**src/rtl/beep_pkg.sv**
```systemverilog
// Shared definitions for the multi-channel beep annunciator: FSM encoding and
// width helpers used to size channel, counter and tone fields.
package beep_pkg;

  typedef enum logic [1:0] {
    IDLE = 2'd0,
    ON   = 2'd1,
    OFF  = 2'd2
  } state_t;

  function automatic int clog2(input int value);
    int v;
    int result;
    v      = value - 32'sd1;
    result = 32'sd0;
    while (v > 32'sd0) begin
      result = result + 32'sd1;
      v      = v >>> 1;
    end
    return result;
  endfunction

  // Channel-index width: never narrower than one bit, even for a single channel.
  function automatic int bits_for(input int value);
    return (clog2(value) < 32'sd1) ? 32'sd1 : clog2(value);
  endfunction

endpackage

```
**src/rtl/uart_beep_edge.sv**
```systemverilog
// Per-channel two-flop sampler of the asynchronous event levels with a
// one-cycle rising-edge strobe.
module uart_beep_edge #(
  parameter int N_CH = 4
) (
  input  logic            sys_clk,
  input  logic            sys_rst,
  input  logic [N_CH-1:0] uart_en,
  output logic [N_CH-1:0] rise
);

  logic [N_CH-1:0] s0_r;
  logic [N_CH-1:0] s1_r;

  // Sample chain; the second stage gives the previous level for edge detection.
  always_ff @(posedge sys_clk or negedge sys_rst) begin
    if (!sys_rst) begin
      s0_r <= '0;
      s1_r <= '0;
    end else begin
      s0_r <= uart_en;
      s1_r <= s0_r;
    end
  end

  assign rise = s0_r & ~s1_r;

endmodule

```
**src/rtl/uart_beep_seq.sv**
```systemverilog
// Multi-channel event annunciator: queues rising edges per channel and plays
// channel c as c+1 gated square-wave beeps on the buzzer outputs.
module uart_beep_seq
  import beep_pkg::*;
#(
  parameter int N_CH      = 4,
  parameter int CNT_W     = 27,
  parameter int ON_TICKS  = 5000000,
  parameter int OFF_TICKS = 2500000,
  parameter int TONE_HALF = 12500,
  parameter int RETRIG    = 0
) (
  input  logic                        sys_clk,
  input  logic                        sys_rst,
  input  logic [N_CH-1:0]             uart_en,
  output logic                        beep_en,
  output logic                        beep_out,
  output logic                        busy,
  output logic [bits_for(N_CH)-1:0]   active_ch,
  output logic [N_CH-1:0]             pending
);

  localparam int CH_W   = bits_for(N_CH);
  localparam int REM_W  = clog2(N_CH + 32'sd1);
  localparam int TONE_W = bits_for(TONE_HALF);

  localparam logic [CNT_W-1:0]  ON_LAST   = CNT_W'(ON_TICKS - 32'sd1);
  localparam logic [CNT_W-1:0]  OFF_LAST  = CNT_W'(OFF_TICKS - 32'sd1);
  localparam logic [CNT_W-1:0]  CNT_ONE   = CNT_W'(1);
  localparam logic [TONE_W-1:0] TONE_LAST = TONE_W'(TONE_HALF - 32'sd1);
  localparam logic [TONE_W-1:0] TONE_ONE  = TONE_W'(1);
  localparam logic [REM_W-1:0]  REM_ONE   = REM_W'(1);
  localparam logic [N_CH-1:0]   CH_ONE    = N_CH'(1);

  state_t            state_r, state_s;
  logic [REM_W-1:0]  rem_r, rem_s;
  logic [CNT_W-1:0]  dur_r, dur_s;
  logic [TONE_W-1:0] tone_r, tone_s;
  logic              beep_out_r, beep_s;
  logic              beep_en_r, busy_r;
  logic [CH_W-1:0]   active_r, active_s, sel_s;
  logic [N_CH-1:0]   pending_r, pending_s;
  logic [N_CH-1:0]   rise_s, set_s, clr_s, act_mask_s;
  logic              retrig_s;

  uart_beep_edge #(.N_CH(N_CH)) u_edge (
    .sys_clk (sys_clk),
    .sys_rst (sys_rst),
    .uart_en (uart_en),
    .rise    (rise_s)
  );

  // Lowest pending index wins; a descending scan leaves the smallest set bit.
  always_comb begin
    sel_s = '0;
    for (int i = N_CH - 1; i >= 0; i--) begin
      sel_s = pending_r[i] ? CH_W'(i) : sel_s;
    end
  end

  assign act_mask_s = CH_ONE << active_r;

  // Next-state, counters, tone and queue update.
  always_comb begin
    state_s  = state_r;
    rem_s    = rem_r;
    dur_s    = dur_r;
    tone_s   = '0;
    beep_s   = 1'b0;
    active_s = active_r;
    clr_s    = '0;
    set_s    = rise_s;
    retrig_s = (RETRIG != 32'sd0) && (state_r != IDLE) && ((rise_s & act_mask_s) != '0);
    case (state_r)
      IDLE: begin
        active_s = '0;
        if (pending_r != '0) begin
          state_s  = ON;
          rem_s    = REM_W'(sel_s) + REM_ONE;
          active_s = sel_s;
          dur_s    = '0;
          clr_s    = CH_ONE << sel_s;
        end else begin
          state_s = IDLE;
        end
      end
      ON: begin
        if (dur_r == ON_LAST) begin
          dur_s = '0;
          rem_s = rem_r - REM_ONE;
          if (rem_r == REM_ONE) begin
            state_s  = IDLE;
            active_s = '0;
          end else begin
            state_s = OFF;
          end
        end else begin
          dur_s = dur_r + CNT_ONE;
          if (tone_r == TONE_LAST) begin
            tone_s = '0;
            beep_s = ~beep_out_r;
          end else begin
            tone_s = tone_r + TONE_ONE;
            beep_s = beep_out_r;
          end
        end
      end
      OFF: begin
        if (dur_r == OFF_LAST) begin
          dur_s   = '0;
          state_s = ON;
        end else begin
          dur_s = dur_r + CNT_ONE;
        end
      end
      default: begin
        state_s  = IDLE;
        rem_s    = '0;
        dur_s    = '0;
        active_s = '0;
      end
    endcase
    // A retrigger restarts the running pattern instead of queueing a replay.
    if (retrig_s) begin
      state_s  = ON;
      rem_s    = REM_W'(active_r) + REM_ONE;
      dur_s    = '0;
      tone_s   = '0;
      beep_s   = 1'b0;
      active_s = active_r;
      set_s    = rise_s & ~act_mask_s;
    end else begin
      set_s = rise_s;
    end
    pending_s = (pending_r & ~clr_s) | set_s;
  end

  // State and output registers.
  always_ff @(posedge sys_clk or negedge sys_rst) begin
    if (!sys_rst) begin
      state_r    <= IDLE;
      rem_r      <= '0;
      dur_r      <= '0;
      tone_r     <= '0;
      beep_out_r <= 1'b0;
      beep_en_r  <= 1'b0;
      busy_r     <= 1'b0;
      active_r   <= '0;
      pending_r  <= '0;
    end else begin
      state_r    <= state_s;
      rem_r      <= rem_s;
      dur_r      <= dur_s;
      tone_r     <= tone_s;
      beep_out_r <= beep_s;
      beep_en_r  <= (state_s == ON);
      busy_r     <= (state_s != IDLE);
      active_r   <= active_s;
      pending_r  <= pending_s;
    end
  end

  assign beep_en   = beep_en_r;
  assign beep_out  = beep_out_r;
  assign busy      = busy_r;
  assign active_ch = active_r;
  assign pending   = pending_r;

endmodule
```
**config.mk**
```make
export PLATFORM = sky130hd
export DESIGN_NAME = uart_beep_seq
export DESIGN_NICKNAME = d
export VERILOG_FILES = /design/src/rtl/beep_pkg.sv /design/src/rtl/uart_beep_edge.sv /design/src/rtl/uart_beep_seq.sv
export SDC_FILE = /design/constraint.sdc
export NUM_CORES = 1
export LEC_CHECK = 0
export ABC_AREA = 1
export BUFFER_PORTS_ARGS = -buffer_cell sky130_fd_sc_hd__clkbuf_2
export CORE_AREA = 2 2 95 88
export DETAILED_ROUTE_END_ITERATION = 8
export DIE_AREA = 0 0 97 90
export PLACE_DENSITY = 0.72
export RECOVER_POWER = 50
export SYNTH_ARGS = -nofsm -noshare
export SYNTH_HDL_FRONTEND = slang
export SYNTH_HIERARCHICAL = 1
export SYNTH_SLANG_ARGS = --single-unit
```
**constraint.sdc**
```tcl
create_clock -name sys_clk -period 1.8 [get_ports sys_clk]
set_clock_uncertainty 0.2 [all_clocks]
set_input_delay 0.36 -clock sys_clk [delete_from_list [all_inputs] [get_ports sys_clk]]
set_output_delay 0.36 -clock sys_clk [all_outputs]
set_load 0.01 [all_outputs]
```
==> results.md <==
- Routed vias: 3567
- Setup TNS: -1330 ps
- Arr. time, crit path: 1910 ps
- RSZ-0062 raised after global routing: yes
- Die width: 97 µm
- Leakage: 2.46 nW
- Initial antenna violation count: 0
- Drt wl/cell: 13.6 µm
- Synth warnings: 6
- Clock group share of total power: 30.6%
- EDFF count, synth: 0
- Largest net degree at the start of global routing: 64
- Final worst path period need: 1870 ps
- Max frequency: 534 MHz
- Ant diodes: 0
- Critical path origin: state_r[0]$_DFF_PN0_
- Worst r2r dst: dur_r[11]$_DFFE_PN0P_
- Setup ws final: -72.5 ps
- Count of nets after finishing: between 600 and 700
- Dpl cells: 666
- Reg2reg start: state_r[0]$_DFF_PN0_
- Layout Cells excl Fill: 698
- WHS: 177 ps
- Drt initial violations: 170
- Die ar.: 0.00873 mm²
- Sequential fraction of design power: 32.1%
- Multi-input logic area: about 0.0021 mm²
- R2R depth: 10
- Final worst-path cycle share: 104%
- Max FO, Critical Path: 10
- Site row count: 31
- Sequential cell area: 0.00158 mm²
- #FFs+latches synth: 63
- Root buf cell: clkbuf_8
- Final hold vios: 0
- Ys flop type: dfrtp_1
- Buffers added on ports: 14
- Worst vdd ir: between 0.0006 and 0.0007 V
- Clock Tree Buf Depth: 2
- Vias in the first global route: 3484
- CTS tree: done
- Syn Std Cell Area: 0.00386 mm²
- Status: complete, but fails checks
- Startpoint Class: flip-flop
- Synth area leaders: dfrtp_1 41%, nand2_1 12%, inv_1 6.5%, nor2_1 6.4%, a21oi_2 4.5%
- Worst setup path end: dur_r[11]$_DFFE_PN0P_
- Slew Viols, Final: 0
- CTS clk-pin slew, worst paths: 70 ps
- Sw power: 1.78 mW
- Setup violations, final: 30
- Worst-Skew Late Latency: 350 ps
- Core footprint: slightly below 0.008 mm²
- CTS buffer count: 9
- Post-place setup slack: -110 ps
- Area Overhead vs Synth: 32.7%
- I/O pin cnt: 15
- GRT Total Usage: 22.7%
- Sw frac: approximately 33%
- Final WL: 9490 µm
- Final Wtd Congestion: ~0.89
- Post-synth cell types: 37
- Power Internal: 3.58 mW
- Kind of critical path: flip-flop to flip-flop
- HP Class: flip-flop to flip-flop
- Fill count: 612
- CP required: 1840 ps
- Final Core Density: about two thirds
- Total clock sinks: 63
- Syn avg cell area: 7.74 µm²
- Cell taking the most area after synthesis: dfrtp_1
- Die height: 90 µm
- Total gr overflow: 0
- Htree depth: 3
- Fraction of layout cells with a size suffix above 1: 30.7%
- Finished Cell Area: between 0.005 and 0.006 mm²
- Total power: 5.35 mW
- DP HPWL: 6590 µm
- PD cells: 1040 mW/mm²
- Initial core utilization: 49.6%
- Relative slew slack: 43.8%
- Residual DRC: 0
- Antenna-violating nets left: 0
- Slew @ Worst Pin: 843 ps
- Syn Inst Count: 499
- First-pass GRT wire length: ~16000 µm
- Async SR Flop Fraction: 100%
- Failing checks: negative setup slack
- Placed cell areas: 0.00451 mm²
- Logic gate share of total power: 37.3%
- Post-synth net total: 517
- Critical path capture point type: flip-flop
- Pre-antenna DRT Iters: 5
- Register area share after synthesis: 40.8%
- Top-area cell type share of the netlist area: 40.8%
- Vias/cell: 5.11
- Setup slack, reg-to-reg: -70 ps
- Max-cap viol count: 0
## power by group through the flow
stage          clock, mW  sequential, mW  combinational, mW
3_3_place_gp           0            1.72               1.57
3_5_place_dp           0            1.73               1.63
5_1_grt             1.73            1.74               2.19
2_1_floorplan          0            1.77              0.965
4_1_cts             1.66            1.71               1.82
6_report            1.64            1.72               2.00
## worst max-delay path, stage by stage (launching register included)
cell	delay (ps)
dfrtp_1	390
inv_1	90
ha_2	190
inv_2	50
nor2_4	160
buf_12	150
nor2_1	50
buf_4	150
nand2_1	100
xor2_2	190
a21oi_4	40
## Yosys cell counts (2+ instances only)
cell	instances
nor2_1	66
nor3_2	2
o21ai_1	2
o21bai_1	2
nor2_4	2
nor3_1	14
or2_2	2
ha_1	12
nand2_4	3
nand4_1	14
xnor2_1	2
and3_1	2
buf_2	7
nand3_1	34
nor2_2	5
xor2_1	18
o22ai_1	3
a21o_1	5
a21oi_1	7
nand2_1	123
buf_12	2
nor4_1	2
o21ai_0	6
inv_2	3
nand2_2	2
a21oi_2	20
inv_1	67
dfrtp_1	63
## cell usage in the layout (no fill, tap or decap), types with 6 or more instances in the layout
cell and instances:
nand2_1 114, inv_1 66, clkbuf_2 14, nand2_2 9, nor2_1 58, nor3_1 11, nand3_2 6, xor2_1 16
nand4_1 14, ha_1 10, nand3_1 27, nor2_2 9, buf_4 66, nor2_4 6, clkbuf_8 9, a21oi_2 20
dfrtp_1 62
## area by class of cell
class,count,share of cell area (%)
Clock inverter,6,2.59
Tap cell,99,2.42
Inverter,70,5.22
Timing Repair Buffer,94,14.8
Multi-Input combinational cell,356,41.8
Sequential cell,63,30.8
Clock buffer,10,2.49
## per-layer routing
| layer | part of all wire [%] | vias to the layer above | track usage (%) |
|---|---|---|---|
| li1 | - | 1768 | - |
| met4 | 2.4 | 0 | 9.74 |
| met1 | 44 | 1675 | 29.4 |
| met3 | 5.0 | 23 | 4.74 |
| met2 | 48 | 101 | 37.1 |
| met5 | 0 | - | 0 |
## worst min-delay path by stage
stage	start	to	slack (ps)	depth (start not counted)
detailed placement	u_edge/s0_r[0]$_DFF_PN0_	u_edge/s1_r[0]$_DFF_PN0_	160	0
global placement	u_edge/s0_r[1]$_DFF_PN0_	u_edge/s1_r[1]$_DFF_PN0_	160	0
finish	u_edge/s0_r[1]$_DFF_PN0_	u_edge/s1_r[1]$_DFF_PN0_	180	0
CTS	u_edge/s0_r[2]$_DFF_PN0_	u_edge/s1_r[2]$_DFF_PN0_	180	0
global route	u_edge/s0_r[1]$_DFF_PN0_	u_edge/s1_r[1]$_DFF_PN0_	190	0
floorplan	sys_rst	active_ch[0]$_DFFE_PN0P_	-140	0
## cell families (layout without fill, tap and decap cells)
logic type / count (synthesis) / in the layout / share of synthesized area (%)
xor gates and xnor gates: 20 / 20 / 4.53
DFF: 63 / 63 / 40.8
and+or+nand+nor: 275 / 276 / 32.6
adders and majority gates: 12 / 12 / 3.89
AOI/OAI and AO/OA: 48 / 48 / 8.94
buffers and inverters: 81 / 180 / 9.23
## registers in the layout (all words and copies together), names as in the netlist
name	cells
dur_r	27
tone_r	14
pending	4
u_edge/s0_r	4
u_edge/s1_r	4
rem_r	3
active_ch	2
state_r	2
beep_en	1
beep_out	1
busy	1
## timing repair
action | in CTS | in global routing
cloned | 1 | 0
buffers inserted | 6 | 5
pin swaps | 12 | 11
hold buffers | 5 | 0
endpoints found under the hold margin | 67 | 0
setup endpoints to repair | 42 | 54
resized for setup | 24 | 30
Note: power is estimated with default switching activity, not from simulation.
